==> src/rtl/sc_node_rr_arbiter.sv <==
// Round-robin arbiter that shares one SC node channel among NUM_SI requesters.
// A grant is held for a whole packet (or one beat) and beats leave through one output register.
module sc_node_rr_arbiter #(
    parameter  int NUM_SI   = 4,
    parameter  int PAYLD_W  = 304,
    parameter  int INFO_W   = 1,
    parameter  int LAST_BIT = 0,
    parameter  int PKT_MODE = 1,
    localparam int GW       = $clog2(NUM_SI)
) (
    input  logic                        sc_aclk,
    input  logic                        sc_aresetn,
    input  logic [NUM_SI-1:0]           s_sc_req,
    input  logic [NUM_SI-1:0]           s_sc_send,
    output logic [NUM_SI-1:0]           s_sc_recv,
    input  logic [NUM_SI*INFO_W-1:0]    s_sc_info,
    input  logic [NUM_SI*PAYLD_W-1:0]   s_sc_payld,
    output logic                        m_sc_req,
    output logic                        m_sc_send,
    input  logic                        m_sc_recv,
    output logic [INFO_W-1:0]           m_sc_info,
    output logic [PAYLD_W-1:0]          m_sc_payld,
    output logic                        grant_valid,
    output logic [GW-1:0]               grant_id
);

    // Handshake: a beat moves on a link in every cycle where send and recv are both high.
    typedef enum logic {
        ST_IDLE = 1'b0,
        ST_BUSY = 1'b1
    } state_e;

    state_e              state_q, state_d;
    logic [GW-1:0]       rr_ptr_q, rr_ptr_d;
    logic [GW-1:0]       grant_id_q, grant_id_d;
    logic                out_valid_q, out_valid_d;
    logic [PAYLD_W-1:0]  payld_q, payld_d;
    logic [INFO_W-1:0]   info_q, info_d;

    logic                pick_found;
    logic [GW-1:0]       pick_id;
    logic [GW:0]         scan_sum;
    logic [GW-1:0]       scan_idx;
    logic                g_send;
    logic [PAYLD_W-1:0]  g_payld;
    logic [INFO_W-1:0]   g_info;
    logic                g_recv;
    logic                g_accept;
    logic                g_end;

    // First requesting index at or after rr_ptr, wrapping at NUM_SI.
    always_comb begin
        pick_found = 1'b0;
        pick_id    = '0;
        scan_sum   = '0;
        scan_idx   = '0;
        for (int k = 0; k < NUM_SI; k++) begin
            scan_sum = {1'b0, rr_ptr_q} + (GW+1)'(k);
            if (scan_sum >= (GW+1)'(NUM_SI)) begin
                scan_sum = scan_sum - (GW+1)'(NUM_SI);
            end
            scan_idx = scan_sum[GW-1:0];
            if (!pick_found && s_sc_req[scan_idx]) begin
                pick_found = 1'b1;
                pick_id    = scan_idx;
            end
        end
    end

    always_comb begin
        g_send  = 1'b0;
        g_payld = '0;
        g_info  = '0;
        for (int i = 0; i < NUM_SI; i++) begin
            if (GW'(i) == grant_id_q) begin
                g_send  = s_sc_send[i];
                g_payld = s_sc_payld[i*PAYLD_W +: PAYLD_W];
                g_info  = s_sc_info[i*INFO_W +: INFO_W];
            end
        end
    end

    // Accept is combinational from m_sc_recv so a full register can unload and reload in one cycle.
    assign g_recv    = (state_q == ST_BUSY) && (!out_valid_q || m_sc_recv);
    assign g_accept  = g_send && g_recv;
    assign g_end     = (PKT_MODE == 0) || g_payld[LAST_BIT];
    assign s_sc_recv = g_recv ? (NUM_SI'(1) << grant_id_q) : '0;

    always_comb begin
        state_d    = state_q;
        rr_ptr_d   = rr_ptr_q;
        grant_id_d = grant_id_q;
        case (state_q)
            ST_IDLE: begin
                if (pick_found) begin
                    state_d    = ST_BUSY;
                    grant_id_d = pick_id;
                end
            end
            ST_BUSY: begin
                if (g_accept && g_end) begin
                    state_d  = ST_IDLE;
                    rr_ptr_d = (grant_id_q == GW'(NUM_SI-1)) ? '0 : grant_id_q + 1'b1;
                end
            end
            default: state_d = ST_IDLE;
        endcase
    end

    always_comb begin
        out_valid_d = out_valid_q;
        payld_d     = payld_q;
        info_d      = info_q;
        if (g_accept) begin
            out_valid_d = 1'b1;
            payld_d     = g_payld;
            info_d      = g_info;
        end else if (m_sc_recv) begin
            out_valid_d = 1'b0;
        end
    end

    always_ff @(posedge sc_aclk or negedge sc_aresetn) begin
        if (!sc_aresetn) begin
            state_q     <= ST_IDLE;
            rr_ptr_q    <= '0;
            grant_id_q  <= '0;
            out_valid_q <= 1'b0;
            payld_q     <= '0;
            info_q      <= '0;
        end else begin
            state_q     <= state_d;
            rr_ptr_q    <= rr_ptr_d;
            grant_id_q  <= grant_id_d;
            out_valid_q <= out_valid_d;
            payld_q     <= payld_d;
            info_q      <= info_d;
        end
    end

    assign grant_valid = (state_q == ST_BUSY);
    assign grant_id    = grant_id_q;
    assign m_sc_send   = out_valid_q;
    assign m_sc_req    = out_valid_q || grant_valid;
    assign m_sc_payld  = payld_q;
    assign m_sc_info   = info_q;

endmodule

==> config.mk <==
export PLATFORM = sky130hd
export DESIGN_NAME = sc_node_rr_arbiter
export DESIGN_NICKNAME = d
export VERILOG_FILES = /design/src/rtl/sc_node_rr_arbiter.sv
export SDC_FILE = /design/constraint.sdc
export NUM_CORES = 1
export LEC_CHECK = 0
export BUFFER_PORTS_ARGS = -buffer_cell sky130_fd_sc_hd__buf_4
export CORE_AREA = 2 2 607 609
export CTS_BUF_LIST = sky130_fd_sc_hd__clkbuf_2
export CTS_CLUSTER_SIZE = 14
export DETAILED_ROUTE_END_ITERATION = 6
export DIE_AREA = 0 0 609 611
export GPL_TIMING_DRIVEN = 0
export PLACE_DENSITY_LB_ADDON = 0.15
export SYNTH_ARGS = -nofsm -noshare
export SYNTH_HDL_FRONTEND = slang
export SYNTH_SLANG_ARGS = --single-unit
==> constraint.sdc <==
create_clock -name sc_aclk -period 3.5 [get_ports sc_aclk]
set_input_delay 0.35 -clock sc_aclk [delete_from_list [all_inputs] [get_ports sc_aclk]]
set_output_delay 0.35 -clock sc_aclk [all_outputs]
set_load 0.005 [all_outputs]
==> summary.txt, run 1 <==
Run status
  • Outcome: stopped before the end
  • Stopped at: clock tree synthesis (4_1_cts)
  • Error msg: [ERROR RSZ-0060] Max buffer count reached.

Placement
  • Placer congestion estimate: 0.9297
  • Place WS: -1.390 ns
  • HPWL Detailed: 288900 µm
  • I/O Buffers: 1544

Clock tree
  • H-tree depth: 3
  • CTS Buffer Depth: 4
  • Cts bufs inserted: 121
  • Clock root buffer: clkbuf_2
  • Hold buffers post-CTS: 1745
  • Post-CTS Resized: 117
  • CTS sink cnt: 311
  • Setup bufs post-CTS: 19

Floorplanning
  • Die Wd: 609 µm
  • FP Rows: 222
  • Starting Density: 5.666%
  • DIE HEIGHT: 611 µm
  • Ports: 1545

Synthesis
  • Netlist Area Pre-Place: 20680 µm²
  • Number of synthesized register bits: 311
  • Synth top area share: 37.64%
  • XOR/XNOR Fraction of Synth Area: 0%
  • Synth Area per Inst: 9.749 µm²
  • Top post-synthesis cells by area: dfrtp_1, mux2_1, a221oi_1
  • Largest family of logic cells by synthesized area: compound AO/OA/AOI/OAI gates
  • Synthesized-area fraction occupied by adder cells: 0.2420%
  • Post-synthesis compound-gate area fraction: 24.49%
  • Synth warn: 0
  • Simple-Gate Fraction of Synth Area: 15.23%
  • Synthesized instance count: 2121
  • Mux share of post-synthesis cell area: 16.76%
  • Synth cell types: 32
  • Largest area contributor in the netlist: dfrtp_1
  • Synthesized Nets: 3356
  • Sequential-to-total area share from yosys stat: 37.64%
-- cell families after synthesis --
kind of cell | count (synthesis)
compound gates | 626
simple gates | 626
flops | 311
mux | 308
buf+inv | 246
fa+ha+maj | 4
-- per-stage QoR --
step / cells / area (µm²) / setup TNS, ns / util [%]
2_1_floorplan: 2121 / 20680 / 0 / -
3_3_place_gp: 8481 / 38300 / -1026.06 / 10.49
3_5_place_dp: 8498 / 38670 / -152.92 / 10.59
-- Yosys cell counts, drive strengths merged --
master and instances:
mux2 306, a2111oi 1, a21oi 6, a22o 1
a21o 1, inv 8, ha 4, a221oi 304
nor4 1, dfrtp 311, or2 2, and2 5
nor2 3, mux2i 2, o21ai 4, clkbuf 166
nor2b 307, nand2 305, a32oi 1, a31oi 1
o31ai 303, o21a 1, nand3b 3, a2bb2oi 1
o22ai 1, o221ai 1, buf 72
==> run 2: changes to the inputs <==
--- a/config.mk
+++ b/config.mk
@@ -6,11 +6,9 @@
 export NUM_CORES = 1
 export LEC_CHECK = 0
 export BUFFER_PORTS_ARGS = -buffer_cell sky130_fd_sc_hd__buf_4
-export CORE_AREA = 2 2 607 609
-export CTS_BUF_LIST = sky130_fd_sc_hd__clkbuf_2
-export CTS_CLUSTER_SIZE = 14
+export CORE_AREA = 2 2 606 608
 export DETAILED_ROUTE_END_ITERATION = 6
-export DIE_AREA = 0 0 609 611
+export DIE_AREA = 0 0 608 610
 export GPL_TIMING_DRIVEN = 0
 export PLACE_DENSITY_LB_ADDON = 0.15
 export SYNTH_ARGS = -nofsm -noshare
==> run 2 against run 1 <==
  * Synthesized cell count stayed put
  * The flow now finishes without violations
  * Synthesized area unchanged
==> summary.txt, run 2 <==
Run status
  • Outcome: finished clean

Timing
  • Worst clock skew: 0.04539 ns
  • RSZ-0062 raised after global routing: no
  • Max Fclk: 293.5 MHz
  • Relative slew slack: 30.51%
  • Final Hold Viols: 0
  • Worst Tran Pin Value: 1.042 ns
  • Tmin final: 3.408 ns
  • Final period util: 97.36%
  • # setup viols final: 0
  • Slew Viols, Final: 0
  • Final WS setup: 0.09246 ns

Floorplanning
  • Core Region: 364400 µm²
  • Starting Density: 5.674%
  • FP Rows: 222
  • DIE HEIGHT: 610 µm
  • Die footprint: 370900 µm²
  • Ports: 1545
  • Die Wd: 608 µm

Drt
  • Antenna Nets Post-Route: 0
  • Vias: 28430
  • DRC Markers: 0
  • Via-per-instance ratio: 3.180
  • Drt first pass iters: 5
  • Avg WL per Cell: 35.78 µm
  • First DRT Iteration DRCs: 1845
  • Routed wire length: 319800 µm

Synthesis
  • Most frequently used cell type in the post-synthesis netlist: dfrtp_1
  • Synthesized Nets: 3356
  • Synth top area share: 37.64%
  • Largest area contributor in the netlist: dfrtp_1
  • Number of synthesized register bits: 311
  • Synth Area per Inst: 9.749 µm²
  • Synth cell types: 32
  • Synth Flop Type: dfrtp_1
  • Post-synth EDFFs: 0
  • Synth warn: 0
  • Sequential-to-total area share from yosys stat: 37.64%
  • Ys async rst share: 100.0%
  • Synthesized instance count: 2121
  • Top post-synthesis cells by area: dfrtp_1, mux2_1, a221oi_1
  • Synth cell count leaders: dfrtp_1, nor2b_1, nand2_1
  • Netlist Area Pre-Place: 20680 µm²

Hold path
  • Hold Path Cell Cnt: 4
  • HP Class: primary input to flip-flop

Critical path
  • WP depth: 8
  • Largest delay share family, worst path: buffers and inverters
  • Slowest CP cell: clkbuf_1
  • CP cell instances: inv_1 > ha_1 > buf_4 > clkbuf_2 > clkbuf_1 > a221oi_1 > o31ai_2 > mux2_1
  • Critical Path RT: 4.16 ns
  • Reg2reg path depth: 8
  • Worst stage delay on the critical path: 0.81 ns
  • Endpoint class of the critical path: flip-flop
  • Crit Path Max Fanout: 11
  • Crit start category: flip-flop
  • CP Class: flip-flop to flip-flop
  • CP arrival: 4.07 ns
  • Worst path bufs/invs: 4

GRT
  • Largest net degree at the start of global routing: 83
  • Initial antenna violation count: 268
  • Global-route usage over all layers: 16.60%
  • First-pass GRT wire length: 385400 µm
  • Total grt overflow: 0
  • Vias in the first global route: 29320

Cells and area
  • Layout overhead on the synthesized area: 111.8%
  • Most frequent cells in the layout: buf_4, dfrtp_1, nand2_1
  • Reg area: 7782 µm²
  • Final #Nets: 5269
  • Layout cells sized above 1: 45.14%
  • Commonest non-fill, non-tap cell in the layout: buf_4
  • Area of the multi-input gates: 11870 µm²
  • # fillers: 42230
  • Max reg flops: 304

Power
  • Peak VDD IR: 436.3 µV
  • Pwr Density: 840.9 nW/µm²
  • Total power draw: 36.83 mW
  • Lkg Pwr: 17.98 nW

Placement
  • Placer congestion estimate: 0.8929
  • I/O Buffers: 1544
  • Place WS: -1.701 ns
  • HPWL Detailed: 287200 µm

Flow run
  • Number of max-cap violations: 0

Clock tree
  • Clock root buffer: clkbuf_16
  • CTS tree: done
  • Skew-Pair Late Insertion Delay: 0.74 ns
  • CTS sink cnt: 311
  • H-tree depth: 2
  • Cts bufs inserted: 56
  • CTS Buffer Depth: 3
  • Reg clk slew, reported paths: 0.06 ns
run 2: timing repair:
item	in CTS	in global routing
endpoints found under the hold margin	421	0
gates resized for setup	73	16
setup endpoints to repair	275	17
hold buffers	298	0
buffers inserted	0	0
run 2: kinds of logic after synthesis:
family,Yosys count,share of synthesized area (%)
and+or+nand+nor,626,15.23
muxes,308,16.76
buffers and inverters,246,5.639
DFF,311,37.64
AOI/OAI and AO/OA,626,24.49
adders and majority gates,4,0.2420
run 2: area by class of cell:
cell class	count	share of cell area, %
clock buffer	83	3.757
timing repair buffer	1856	33.90
buffer	237	2.911
clock inverter	17	0.4742
sequential	311	17.77
inverter	8	0.06856
tap	4816	13.76
multi-input combinational	1564	27.10
antenna	46	0.2628
run 2: worst reg2reg max path: stages, from the launching register on:
cell	delay, ns
dfrtp_1	0.44
inv_1	0.14
ha_1	0.16
buf_4	0.30
clkbuf_2	0.55
clkbuf_1	0.81
a221oi_1	0.17
o31ai_2	0.56
mux2_1	0.22
run 2: final timing paths:
path | start | end | slack [ns]
max | grant_id[0] | m_sc_payld[66] | 0.09
min | s_sc_payld[941] | m_sc_payld[29] | 0.09
max reg2reg | grant_id[0] | m_sc_payld[66] | 0.09
min reg2reg | m_sc_payld[56] | m_sc_payld[56] | 0.48
max in group asynchronous | sc_aresetn | m_sc_payld[150] | 1.93
min in group asynchronous | sc_aresetn | m_sc_payld[7] | 0.12
run 2: per-layer routing:
layer	share of wire (%)	wire, µm	GRT usage [%]	vias up
li1	-	-	-	12000
met1	39	124000	18.88	14300
met2	49	155700	28.84	1511
met3	9.4	30190	6.638	452
met4	2.8	8984	3.916	164
met5	0.31	1007	0	-
run 2: through the flow:
stage | cell area, µm² | setup TNS, ns | hold slack (ns) | std cells | util (%)
after floorplan | 20680 | 0 | 0.05441 | 2121 | -
after global placement | 38300 | -1054.06 | 0.4740 | 8481 | 10.51
after detailed placement | 38620 | -163.08 | 0.2610 | 8495 | 10.60
after CTS | 43670 | 0 | 0.0006523 | 8893 | 11.98
after global routing | 43720 | 0 | 0.04713 | 8905 | 12.00
final | 43800 | 0 | 0.08591 | 8938 | 12.02
run 2: power by group:
group / total [mW] / internal [mW] / switching [mW]
registers: 6.48 / 5.40 / 1.08
logic: 24.3 / 9.70 / 14.6
clock network: 6.02 / 3.50 / 2.52
total: 36.8 / 18.6 / 18.2
(Power assumes the default switching activity.)
